## src/rtl/fatorador_core_pkg.sv

```systemverilog
// Shared definitions for the trial-division factorizer: widths, FSM states,
// initial divisor and the divisor step rule.
package fatorador_defs;

    localparam int NSLOT = 4;
    localparam int W     = 16;

    localparam logic [8:0] D_INIT = 9'd2;

    typedef enum logic [2:0] {
        ST_IDLE = 3'd0,
        ST_TEST = 3'd1,
        ST_DIV  = 3'd2,
        ST_UPD  = 3'd3,
        ST_DONE = 3'd4
    } state_t;

    // Candidate divisors: 2, then odd numbers only (3, 5, 7, ...).
    function automatic logic [8:0] next_divisor(input logic [8:0] d);
        return (d == 9'd2) ? 9'd3 : d + 9'd2;
    endfunction

endpackage

```

## src/rtl/fatorador_core_divider.sv

```systemverilog
// Restoring shift-subtract divider, one quotient bit per cycle.
// done pulses W+1 cycles after the start cycle; start is ignored while busy.
module seq_divider16
    import fatorador_defs::*;
(
    input  logic          CLOCK_50,
    input  logic          rst,
    input  logic          start,
    input  logic [W-1:0]  dividend,
    input  logic [W-1:0]  divisor,
    output logic          busy,
    output logic          done,
    output logic [W-1:0]  quot,
    output logic [W-1:0]  rem
);

    logic [W-1:0] r_quot;
    logic [W-1:0] r_rem;
    logic [W-1:0] r_div;
    logic [4:0]   r_cnt;
    logic         r_busy;
    logic         r_done;

    logic [W:0]   w_shift;
    logic [W-1:0] w_diff;

    // Partial remainder shifted left with the next dividend bit, and the trial difference.
    // When the subtraction succeeds the result is below the divisor, so 16 bits suffice.
    always_comb begin
        w_shift = {r_rem, r_quot[W-1]};
        w_diff  = w_shift[W-1:0] - r_div;
    end

    // Iteration register: load on start, then resolve one quotient bit per cycle.
    always_ff @(posedge CLOCK_50 or posedge rst) begin
        if (rst) begin
            r_quot <= '0;
            r_rem  <= '0;
            r_div  <= '0;
            r_cnt  <= '0;
            r_busy <= 1'b0;
            r_done <= 1'b0;
        end else begin
            r_done <= 1'b0;
            if (start && !r_busy) begin
                r_quot <= dividend;
                r_rem  <= '0;
                r_div  <= divisor;
                r_cnt  <= '0;
                r_busy <= 1'b1;
            end else if (r_busy) begin
                if (w_shift >= {1'b0, r_div}) begin
                    r_rem  <= w_diff;
                    r_quot <= {r_quot[W-2:0], 1'b1};
                end else begin
                    r_rem  <= w_shift[W-1:0];
                    r_quot <= {r_quot[W-2:0], 1'b0};
                end
                r_cnt <= r_cnt + 5'd1;
                if (r_cnt == 5'(W - 1)) begin
                    r_busy <= 1'b0;
                    r_done <= 1'b1;
                end
            end
        end
    end

    assign busy = r_busy;
    assign done = r_done;
    assign quot = r_quot;
    assign rem  = r_rem;

endmodule

```

## src/rtl/fatorador_core.sv

```systemverilog
// Prime factorizer by sequential trial division. Up to four factors are
// reported in ascending order; ovf flags that more factors exist.
module fatorador_core
    import fatorador_defs::*;
(
    input  logic        CLOCK_50,
    input  logic        rst,
    input  logic        req,
    input  logic [15:0] n_in,
    output logic        ack,
    output logic [15:0] disp0,
    output logic [15:0] disp1,
    output logic [15:0] disp2,
    output logic [15:0] disp3,
    output logic [2:0]  nfact,
    output logic        ovf
);

    state_t       r_state;
    logic [W-1:0] r_n;
    logic [8:0]   r_d;
    logic [W-1:0] r_slot [NSLOT];
    logic [2:0]   r_nfact;
    logic         r_ovf;
    logic         r_ack;

    logic [16:0]  w_d17;
    logic [16:0]  w_sq;
    logic         w_n_small;
    logic         w_sq_gt;
    logic         w_start;
    logic         w_div_busy;
    logic         w_div_done;
    logic [W-1:0] w_quot;
    logic [W-1:0] w_rem;

    // Loop-exit tests; d stays <= 257 for 16-bit n, so d*d fits 17 bits.
    // Starting the divider straight from TEST saves one cycle per division.
    always_comb begin
        w_d17     = {8'd0, r_d};
        w_sq      = w_d17 * w_d17;
        w_n_small = (r_n < 16'd2);
        w_sq_gt   = (w_sq > {1'b0, r_n});
        w_start   = (r_state == ST_TEST) && !w_n_small && !w_sq_gt && !w_div_busy;
    end

    seq_divider16 u_div (
        .CLOCK_50 (CLOCK_50),
        .rst      (rst),
        .start    (w_start),
        .dividend (r_n),
        .divisor  ({7'd0, r_d}),
        .busy     (w_div_busy),
        .done     (w_div_done),
        .quot     (w_quot),
        .rem      (w_rem)
    );

    // Control FSM: accept request, test/divide loop, store factors, hold result.
    always_ff @(posedge CLOCK_50 or posedge rst) begin
        if (rst) begin
            r_state <= ST_IDLE;
            r_n     <= '0;
            r_d     <= D_INIT;
            r_nfact <= '0;
            r_ovf   <= 1'b0;
            r_ack   <= 1'b0;
            for (int i = 0; i < NSLOT; i++) r_slot[i] <= '0;
        end else begin
            case (r_state)
                ST_IDLE, ST_DONE: begin
                    if (req) begin
                        r_n     <= n_in;
                        r_d     <= D_INIT;
                        r_nfact <= '0;
                        r_ovf   <= 1'b0;
                        r_ack   <= 1'b0;
                        for (int i = 0; i < NSLOT; i++) r_slot[i] <= '0;
                        r_state <= ST_TEST;
                    end
                end
                ST_TEST: begin
                    if (w_n_small) begin
                        r_ack   <= 1'b1;
                        r_state <= ST_DONE;
                    end else if (w_sq_gt) begin
                        // Remaining cofactor is prime.
                        if (r_nfact < 3'(NSLOT)) begin
                            r_slot[r_nfact[1:0]] <= r_n;
                            r_nfact              <= r_nfact + 3'd1;
                        end else begin
                            r_ovf <= 1'b1;
                        end
                        r_ack   <= 1'b1;
                        r_state <= ST_DONE;
                    end else begin
                        r_state <= ST_DIV;
                    end
                end
                ST_DIV: begin
                    if (w_div_done) r_state <= ST_UPD;
                end
                ST_UPD: begin
                    if (w_rem == '0) begin
                        if (r_nfact < 3'(NSLOT)) begin
                            r_slot[r_nfact[1:0]] <= {7'd0, r_d};
                            r_nfact              <= r_nfact + 3'd1;
                            r_n                  <= w_quot;
                            r_state              <= ST_TEST;
                        end else begin
                            r_ovf   <= 1'b1;
                            r_ack   <= 1'b1;
                            r_state <= ST_DONE;
                        end
                    end else begin
                        r_d     <= next_divisor(r_d);
                        r_state <= ST_TEST;
                    end
                end
                default: r_state <= ST_IDLE;
            endcase
        end
    end

    assign ack   = r_ack;
    assign disp0 = r_slot[0];
    assign disp1 = r_slot[1];
    assign disp2 = r_slot[2];
    assign disp3 = r_slot[3];
    assign nfact = r_nfact;
    assign ovf   = r_ovf;

endmodule

```

## config.mk

```make
export PLATFORM = sky130hd
export DESIGN_NAME = fatorador_core
export DESIGN_NICKNAME = d
export VERILOG_FILES = /design/src/rtl/fatorador_core_pkg.sv /design/src/rtl/fatorador_core_divider.sv /design/src/rtl/fatorador_core.sv
export SDC_FILE = /design/constraint.sdc
export NUM_CORES = 1
export LEC_CHECK = 0
export CAP_MARGIN = 25
export CORE_MARGIN = 5
export CORE_UTILIZATION = 40
export CTS_CLUSTER_DIAMETER = 150
export DETAILED_ROUTE_END_ITERATION = 10
export HOLD_SLACK_MARGIN = 0.05
export SYNTH_ARGS = -nofsm -noshare
export SYNTH_HDL_FRONTEND = slang
export SYNTH_SLANG_ARGS = --single-unit
```

## constraint.sdc

```tcl
create_clock -name CLOCK_50 -period 10.79 [get_ports CLOCK_50]
set_clock_uncertainty 0.15 [all_clocks]
set_input_delay 1.079 -clock CLOCK_50 [delete_from_list [all_inputs] [get_ports CLOCK_50]]
set_output_delay 1.079 -clock CLOCK_50 [all_outputs]
set_load 0.01 [all_outputs]
```

### Yosys cells after proc, flatten, opt, wreduce, memory -nomap -nowiden

Cells that the tools add are included.
Widths: inputs -> output; s select.

| cells by class | value |
|---|---|
| add/subtract/negate cells | 4 |
| multipliers | 1 |
| magnitude comparators | 6 |
| equal/unequal tests | 16 |
| mux-type cells | 57 |
| bitwise gates (word level) | 1 |
| reductions and logical operators | 20 |

Operators with widths:

| kind | count |
|---|---|
| $mux 64 | 6 |
| $pmux 64 s3 | 1 |
| $mux 16 | 9 |
| $bwmux 64 | 2 |
| $mux 3 | 11 |
| $demux 16 s2 | 1 |
| $pmux 16 s2 | 1 |
| $mux 9 | 3 |
| $pmux 9 s2 | 1 |
| $ge 17x9->1 | 1 |
| $gt 17x16->1 | 1 |
| $mul 9x9->17 | 1 |
| $logic_not 16->1 | 1 |
| $lt 16x2->1 const B | 1 |
| $mux 1 | 16 |
| $sub 16x9->16 | 1 |
| $ne 2x2->1 const B | 7 |
| $pmux 3 s4 | 1 |
| $mux 5 | 2 |
| $reduce_and 5->1 | 2 |
| $add 9x2->9 const B | 1 |
| $eq 9x2->1 const B | 1 |
| $pmux 3 s3 | 1 |
| $reduce_and 7->1 | 1 |
| other kinds (22) | 32 |

| word-level totals | value |
|---|---|
| flip-flop bits (word level) | 145 |
| input bits | 19 |
| output and inout bits | 69 |
| word-level logic and storage cells | 121 |

### Longest topological paths before layout

Gate-level depths: netlist of run 1.

| depth | value |
|---|---|
| depth in word-level cells | 10 |
| mapped depth | 30 |
| mapped depth without buffers | 26 |

### By module

A second synthesis of run 1 with hierarchy kept.

| unflattened totals | value |
|---|---|
| cell total of the unflattened synthesis | 1047 |
| area total of the unflattened synthesis | 10064.7 µm² |

Modules (own cells, without submodules):

| module | times used | cells each | area each (µm²) | seq. area each (µm²) |
|---|---|---|---|---|
| fatorador_core | 1 | 710 | 6880.3 | 2428.6 |
| seq_divider16 | 1 | 337 | 3184.3 | 1376.3 |

### Worst setup path before layout of run 1

OpenSTA, ideal clock, no wires.

| timing path | value |
|---|---|
| path type | flip-flop to flip-flop |
| start point | register r_d[1] |
| end point | register r_slot, in the netlist disp1[10] |
| setup time | 118 ps |
| arrival time | 6345 ps |
| required time | 10522 ps |
| slack | 4177 ps |
| cell stages (with the launch flop) | 28 |
| buffers on the path | 3 |
| period minus slack after synthesis | 6613 ps |
| path through | dfstp_2 clkbuf_1 and2_1 inv_1 fa_1 inv_1 fa_1 inv_1 fa_1 fa_1 inv_1 ha_1 nand2_1 o211ai_1 a31oi_1 nor2b_1 o21ai_0 nor2b_1 xnor2_1 ha_1 a2111oi_0 o221ai_1 o211a_1 nor3_4 buf_2 buf_2 nor3_1 a21o_1 |

| between the ends | value |
|---|---|
| cells in the longest elaborated chain, start to end | 4 |

Ends and longest elaborated chain:

| item | line | source |
|---|---|---|
| start: declaration | fatorador_core.sv:21 | `logic [8:0] r_d;` |
| start signal: assignment | fatorador_core.sv:116 | `r_d <= next_divisor(r_d);` |
| $mul 9x9->17 | fatorador_core.sv:41 | `w_sq = w_d17 * w_d17;` |
| $gt 17x16->1 | fatorador_core.sv:43 | `w_sq_gt = (w_sq > {1'b0, r_n});` |
| $ne 2x2->1 (no source line) | -- |  |
| $reduce_and 7->1 (no source line) | -- |  |
| end signal: indexed assignment | fatorador_core.sv:89 | `r_slot[r_nfact[1:0]] <= r_n;` |
| end signal: indexed assignment | fatorador_core.sv:106 | `r_slot[r_nfact[1:0]] <= {7'd0, r_d};` |
| end: declaration | fatorador_core.sv:22 | `logic [W-1:0] r_slot [NSLOT];` |

No other way between the ends.
A chain may end at the register's enable or synchronous reset.

### Worst setup path after layout of run 1

| timing path | value |
|---|---|
| start point | register r_d[6] |
| end point | register u_div.r_div[0] |

| between the ends | value |
|---|---|
| cells in the longest elaborated chain, start to end | 6 |

Ends and longest elaborated chain:

| item | line | source |
|---|---|---|
| $mul 9x9->17 | fatorador_core.sv:41 |  |
| $gt 17x16->1 | fatorador_core.sv:43 |  |
| $logic_not 1->1 | fatorador_core.sv:44 | `w_start = (r_state == ST_TEST) && !w_n_small && !w_sq_gt && !w_div_busy;` |
| $logic_and 1x1->1 (2 in a row) | fatorador_core.sv:44 |  |
| $logic_and 1x1->1 | fatorador_core_divider.sv:45 | `if (start && !r_busy) begin` |
| end signal: assignment | fatorador_core_divider.sv:48 | `r_div <= divisor;` |
| end: declaration | fatorador_core_divider.sv:19 | `logic [W-1:0] r_div;` |

No other way between the ends.

==> results of run 1 <==
[where the power goes]
part	total, uW	switching, uW	internal, uW
Combinational	1070	637	432
Sequential	892	194	698
Clock	592	274	318
[registers in the layout, indices dropped and copies added, names as in the netlist]
signal,cells
u_div.done,1
disp0,16
u_div.r_cnt,5
disp3,16
u_div.busy,1
u_div.quot,16
u_div.rem,16
u_div.r_div,9
ovf,1
disp2,16
r_d,9
ack,1
disp1,16
r_state,3
nfact,3
r_n,16
[through the flow]
stage / power (uW) / setup slack [ns] / cell area [um2] / util
6_report: 2550 / 2.80 / 10900 / 0.481
3_3_place_gp: 1950 / 2.88 / 10300 / 0.454
2_1_floorplan: 1630 / 4.18 / 9240 / -
5_1_grt: 2740 / 2.02 / 10900 / 0.481
3_5_place_dp: 1960 / 2.88 / 10300 / 0.455
4_1_cts: 2560 / 2.81 / 10900 / 0.481
[kinds of logic (layout without fill, tap and decap cells)]
kind of cell    count (synthesis)  in the layout  share of synthesized area
compound gates                235            235                      0.174
flops                         145            145                      0.393
xor+xnor                       35             35                     0.0332
fa+ha+maj                      98             98                      0.160
mux                            41             41                     0.0454
buf+inv                       147            226                     0.0643
simple gates                  249            249                      0.130
[worst register-to-register path: stages (launching register included)]
cell and delay (ns):
dfrtp_1 0.84, and2_1 0.27, inv_1 0.07, fa_1 0.59
inv_1 0.07, fa_1 0.51, inv_1 0.05, fa_1 0.46
fa_1 0.55, inv_1 0.05, ha_1 0.36, nand2_1 0.12
o211ai_1 0.11, a31oi_1 0.28, nor2b_1 0.08, o21ai_0 0.20
nor2b_1 0.19, xnor2_1 0.09, ha_1 0.19, a2111oi_0 0.42
o221ai_1 0.23, o21ai_0 0.19, nand4b_1 0.59, buf_4 0.46
nand2b_1 0.38, mux2_2 0.38
[final cells by class]
class                      instances  area [um2]
clock buffer                      18         439
tap                              285         357
clock inverter                    14         158
sequential                       145        3630
timing repair buffer              97         966
multi-input combinational        658        5010
inverter                          97         369
fill                            2160       11800
[per-layer routing]
metal,global-route usage,vias to the layer above,share of wire
li1,-,3442,-
met2,0.293,168,0.45
met4,0.0423,2,0.014
met3,0.0556,21,0.060
met1,0.268,3580,0.47
met5,0,-,0.00053
[layout by cell type, fill, tap and decap left out, types with 3 or more instances in the layout]
| cell type | synthesis | final |
|---|---|---|
| dfrtp_1 | 144 | 144 |
| inv_1 | 96 | 95 |
| clkdlybuf4s50_1 | 0 | 87 |
| nand2_1 | 81 | 81 |
| ha_1 | 64 | 64 |
| nor2_1 | 52 | 52 |
| o21ai_0 | 48 | 47 |
| a21oi_1 | 43 | 43 |
| a22o_1 | 40 | 40 |
| mux2i_1 | 34 | 34 |
| fa_1 | 34 | 34 |
| nor3_1 | 29 | 29 |
| a21o_1 | 27 | 27 |
| xnor2_1 | 25 | 25 |
| and2_1 | 25 | 25 |
| o22ai_1 | 20 | 20 |
| clkbuf_16 | 0 | 17 |
| nand3_1 | 15 | 15 |
| o211ai_1 | 12 | 12 |
| a211oi_1 | 10 | 10 |
| nor2b_1 | 10 | 10 |
| nand4_1 | 10 | 10 |
| nor4_1 | 10 | 10 |
| xor2_1 | 10 | 10 |
| buf_4 | 0 | 9 |
| a32o_1 | 8 | 8 |
| o21a_1 | 7 | 7 |
| mux2_2 | 7 | 7 |
| inv_6 | 0 | 6 |
| inv_8 | 0 | 5 |
| a211o_1 | 4 | 4 |
| nand2b_1 | 3 | 3 |
| and3_1 | 3 | 3 |
| clkinv_8 | 0 | 3 |
[worst paths after layout]
kind                                  endpoint  slack [ns]  cells after the start
worst max-delay path            u_div.r_div[0]        2.80                     25
worst min-delay path                 disp2[11]        0.33                      1
worst max register to register  u_div.r_div[0]        2.80                     25
worst min register to register       disp2[11]        0.33                      1
max in group asynchronous       u_div.r_div[4]        8.18                      3
min in group asynchronous            disp1[13]        1.01                      2
==> results.sh, run 1 <==
export IMPL_post_cts_setup_buffers=0
export IMPL_syn_area_mm2=0.00924
export IMPL_ir_drop_v=0.000108
export IMPL_setup_viol=0
export IMPL_synth_async_reset_ratio=1.00
export IMPL_power_density_mw_per_mm2=234
export IMPL_antenna_found_initial=1
export IMPL_hold_ws_ns=0.331
export IMPL_ys_seq_elements=145
export IMPL_overflow=0
export IMPL_drv_slew=0
export IMPL_layout_nets=1133
export IMPL_fin_crit_ns=7.99
export IMPL_cts_path_max_buffers=2
export IMPL_clkSinkCount=145
export IMPL_cpPeakStageDelay_ns=0.84
export IMPL_wire_per_inst_um=18.6
export IMPL_drive_gt1_frac=0.0534
export IMPL_first_pass_iters=6
export IMPL_worstPathArrival_ns=8.15
export IMPL_synth_cell_type_count=56
export IMPL_rsz0062_at_grt="false"
export IMPL_timing_setup_tns_ns=0
export IMPL_synthDominantCellAreaShare=0.390
export IMPL_min_path_type="flip-flop to flip-flop"
export IMPL_yosysMostFrequentCell="dfrtp_1"
export IMPL_drc=0
export IMPL_ant_nets=0
export IMPL_port_buffers=87
export IMPL_hold_start="disp2[11]"
export IMPL_finalCritPeriodShare=0.741
export IMPL_num_vias=7213
export IMPL_die_h_um=162
export IMPL_core_area_mm2=0.0227
export IMPL_grt_pass1_wl_um=40100
export IMPL_hold_viol=0
export IMPL_start_util=0.407
export IMPL_finalNonFillerCells=1314
export IMPL_timing_fmax_ghz=0.125
export IMPL_worst_pin_slew_ns=1.02
export IMPL_yosys_top_cells_count="dfrtp_1, inv_1, nand2_1"
export IMPL_dr_first_iter_drc_count=424
export IMPL_grt_start_max_net_pins=87
export IMPL_relSlewSlack=0.319
export IMPL_grt_pass1_vias=7356
export IMPL_grt_usage=0.190
export IMPL_crit_slowest_cell="dfrtp_1"
export IMPL_syn_inst=950
export IMPL_status="completed"
export IMPL_maxCapViolCount=0
export IMPL_yosysSeqAreaShare=0.393
export IMPL_io_pins=88
export IMPL_worstSetupStartpointType="flip-flop"
export IMPL_ys_warn_count=0
export IMPL_netlist_top_cells_area="dfrtp_1, ha_1, fa_1"
export IMPL_setup_worst_path_start="r_d[6]"
export IMPL_cts_resized=0
export IMPL_numCtsBuffers=17
export IMPL_required_ns=10.95
export IMPL_synth_edff_count=0
export IMPL_rows=55
export IMPL_cts_hold_buf=0
export IMPL_synth_top_area_cell="dfrtp_1"
export IMPL_n_antenna_cell=0
export IMPL_cts_root_buf="clkbuf_16"
export IMPL_synth_nets=1067
export IMPL_place_inst=1282
export IMPL_path_clk_slew_ns=0.07
export IMPL_crit_type="flip-flop to flip-flop"
export IMPL_cpLargestDelayFamily="adder cells"
export IMPL_die_area_mm2=0.0262
export IMPL_p_leak_uw=0.00541
export IMPL_cp_max_fo=18
export IMPL_wl_um=24400
export IMPL_path_buf_inv=5
export IMPL_vias_per_cell=5.49
export IMPL_rr_startpoint="r_d[6]"
export IMPL_clkLatencyLatePin_ns=0.43
export IMPL_gp_congestion=0.842
export IMPL_h_tree_depth=4
export IMPL_dp_hpwl_um=17200
export IMPL_cts_tree="done"
export IMPL_syn_to_final_growth_pct=18.3
export IMPL_end_kind="flip-flop"
export IMPL_synth_main_ff_cell="dfrtp_1"
export IMPL_dieWidth_um=162
export IMPL_syn_area_per_cell_um2=9.72
Power figures use the tool's default switching activity.
==> run 2: changes to the inputs <==
==> constraint.sdc (replaced) <==
create_clock -name CLOCK_50 -period 8.06 [get_ports CLOCK_50]
set_clock_uncertainty 0.15 [all_clocks]
set_input_delay 0.806 -clock CLOCK_50 [delete_from_list [all_inputs] [get_ports CLOCK_50]]
set_output_delay 0.806 -clock CLOCK_50 [all_outputs]
set_load 0.01 [all_outputs]
==> run 2 against run 1 <==
- register-to-register slack worse by 2.0 ns
- combinational power is 33% higher
- sequential power is 35% higher
- die area stayed put
- core utilization is 0.072 points higher
- largest power group unchanged
- first-iteration DRC count is 4.2% lower
- critical path type unchanged
- cell count is 0.30% higher
- total power is 34% higher
- via count is 0.32% higher
- critical endpoint is now disp1[2]
- non-clock buffer count is 4 higher
- wire length is 0.33% lower
==> results.sh, run 2 (same netlist as run 1, synthesis figures left out) <==
export IMPL_hold_viol=0
export IMPL_h_tree_depth=4
export IMPL_clkSinkCount=145
export IMPL_relSlewSlack=0.372
export IMPL_worstPathArrival_ns=7.47
export IMPL_worstSetupStartpointType="flip-flop"
export IMPL_die_h_um=162
export IMPL_ir_drop_v=0.000150
export IMPL_holdPathEnd="disp2[12]"
export IMPL_power_density_mw_per_mm2=311
export IMPL_postLayoutSetupSlackWorst_ns=0.804
export IMPL_cp_max_fo=16
export IMPL_cpLargestDelayFamily="adder cells"
export IMPL_grt_usage=0.191
export IMPL_rsz0062_at_grt="false"
export IMPL_crit_type="flip-flop to flip-flop"
export IMPL_place_inst=1286
export IMPL_hold_start="disp2[12]"
export IMPL_p_leak_uw=0.00542
export IMPL_hold_path_cell_count=1
export IMPL_min_path_type="flip-flop to flip-flop"
export IMPL_cpPeakStageDelay_ns=0.65
export IMPL_first_pass_iters=5
export IMPL_layout_nets=1137
export IMPL_drv_slew=0
export IMPL_hold_ws_ns=0.333
export IMPL_drc=0
export IMPL_post_cts_setup_buffers=0
export IMPL_dieWidth_um=162
export IMPL_port_buffers=87
export IMPL_vias_per_cell=5.49
export IMPL_grt_start_max_net_pins=87
export IMPL_clkLatencyLatePin_ns=0.43
export IMPL_fin_crit_ns=7.26
export IMPL_grt_pass1_wl_um=40400
export IMPL_n_fill_cell=2108
export IMPL_required_ns=8.27
export IMPL_start_util=0.407
export IMPL_pre_cts_slack_ns=0.801
export IMPL_rrSetupSlack_ns=0.80
export IMPL_finalNonFillerCells=1318
export IMPL_final_cell_mix="dfrtp_1, inv_1, clkdlybuf4s50_1, nand2_1, ha_1"
export IMPL_gp_congestion=0.835
export IMPL_worst_pin_slew_ns=0.937
export IMPL_cts_hold_buf=0
export IMPL_timing_setup_tns_ns=0
export IMPL_die_area_mm2=0.0262
export IMPL_path_clk_slew_ns=0.07
export IMPL_grt_pass1_vias=7510
export IMPL_setup_viol=0
export IMPL_dr_first_iter_drc_count=406
export IMPL_end_kind="flip-flop"
export IMPL_crit_chain="and2_1, inv_1, fa_1, inv_1, fa_1, inv_1, fa_1, fa_1, inv_1, ha_1, nand2_1, o211ai_1, a31oi_1, nor2b_1, o21ai_0, nor2b_1, xnor2_1, ha_1, a2111oi_0, o221ai_1, o211a_1, nor3_4, a211o_1, a22o_1"
export IMPL_finalCritPeriodShare=0.900
export IMPL_status="completed"
export IMPL_drive_gt1_frac=0.0571
export IMPL_io_pins=88
export IMPL_n_antenna_cell=0
export IMPL_overflow=0
export IMPL_cts_path_max_buffers=2
export IMPL_rr_startpoint="r_d[1]"
export IMPL_num_vias=7236
export IMPL_regArea_mm2=0.00363
export IMPL_wl_um=24300
export IMPL_cts_resized=0
export IMPL_wire_per_inst_um=18.4
export IMPL_path_buf_inv=4
export IMPL_timing_fmax_ghz=0.138
export IMPL_crit_slowest_cell="dfstp_2"
export IMPL_dp_hpwl_um=17100
export IMPL_timing_rr_end="disp1[2]"
export IMPL_ant_nets=0
export IMPL_syn_to_final_growth_pct=18.5
export IMPL_numCtsBuffers=17
export IMPL_cts_tree="done"
export IMPL_rows=55
export IMPL_final_common_cell="dfrtp_1"
export IMPL_maxCapViolCount=0
export IMPL_reg2reg_depth=24
export IMPL_multi_input_area_mm2=0.00501
export IMPL_core_area_mm2=0.0227
export IMPL_antenna_found_initial=1
export IMPL_cts_root_buf="clkbuf_16"
run 2: cell types whose count changed in the layout (fill, tap and decap cells not counted):
cell,before,now
buf_12,0,1
inv_8,5,3
clkinv_2,0,1
buf_16,1,0
buf_4,9,13
inv_6,6,7
clkbuf_8,1,0
clkinv_8,3,4
run 2: power breakdown:
group | leakage, uW | internal [uW] | switching [uW]
Sequential | 0.00187 | 934 | 266
Combinational | 0.00326 | 580 | 842
Clock | 0.000290 | 416 | 370
run 2: how the worst max path moves through the flow:
stage	from	end	slack, ns	depth (start not counted)
CTS	r_d[1]	disp2[7]	0.77	24
floorplan	r_d[1]	disp1[10]	1.45	27
detailed placement	r_d[1]	disp1[2]	0.80	24
global route	r_d[1]	disp1[3]	0.14	24
global placement	r_d[1]	disp2[6]	0.88	24
finish	r_d[1]	disp1[2]	0.80	24
run 2: metal layers:
layer	track usage	share of wire
met1	0.268	0.48
met2	0.300	0.45
met3	0.0439	0.055
met4	0.0511	0.018
met5	0	0.00082
run 2: stage by stage:
step	instance area (um2)	total power (uW)	utilization
2_1_floorplan	9240	2180	-
3_3_place_gp	10400	2610	0.456
3_5_place_dp	10400	2630	0.456
4_1_cts	10900	3420	0.482
5_1_grt	10900	3660	0.482
6_report	10900	3410	0.482
run 2: cell type report:
class                      count  share of cell area
clock buffer                  17              0.0389
clock inverter                15              0.0151
inverter                      97              0.0337
multi-input combinational    658               0.458
sequential                   145               0.332
tap                          285              0.0326
timing repair buffer         101              0.0903
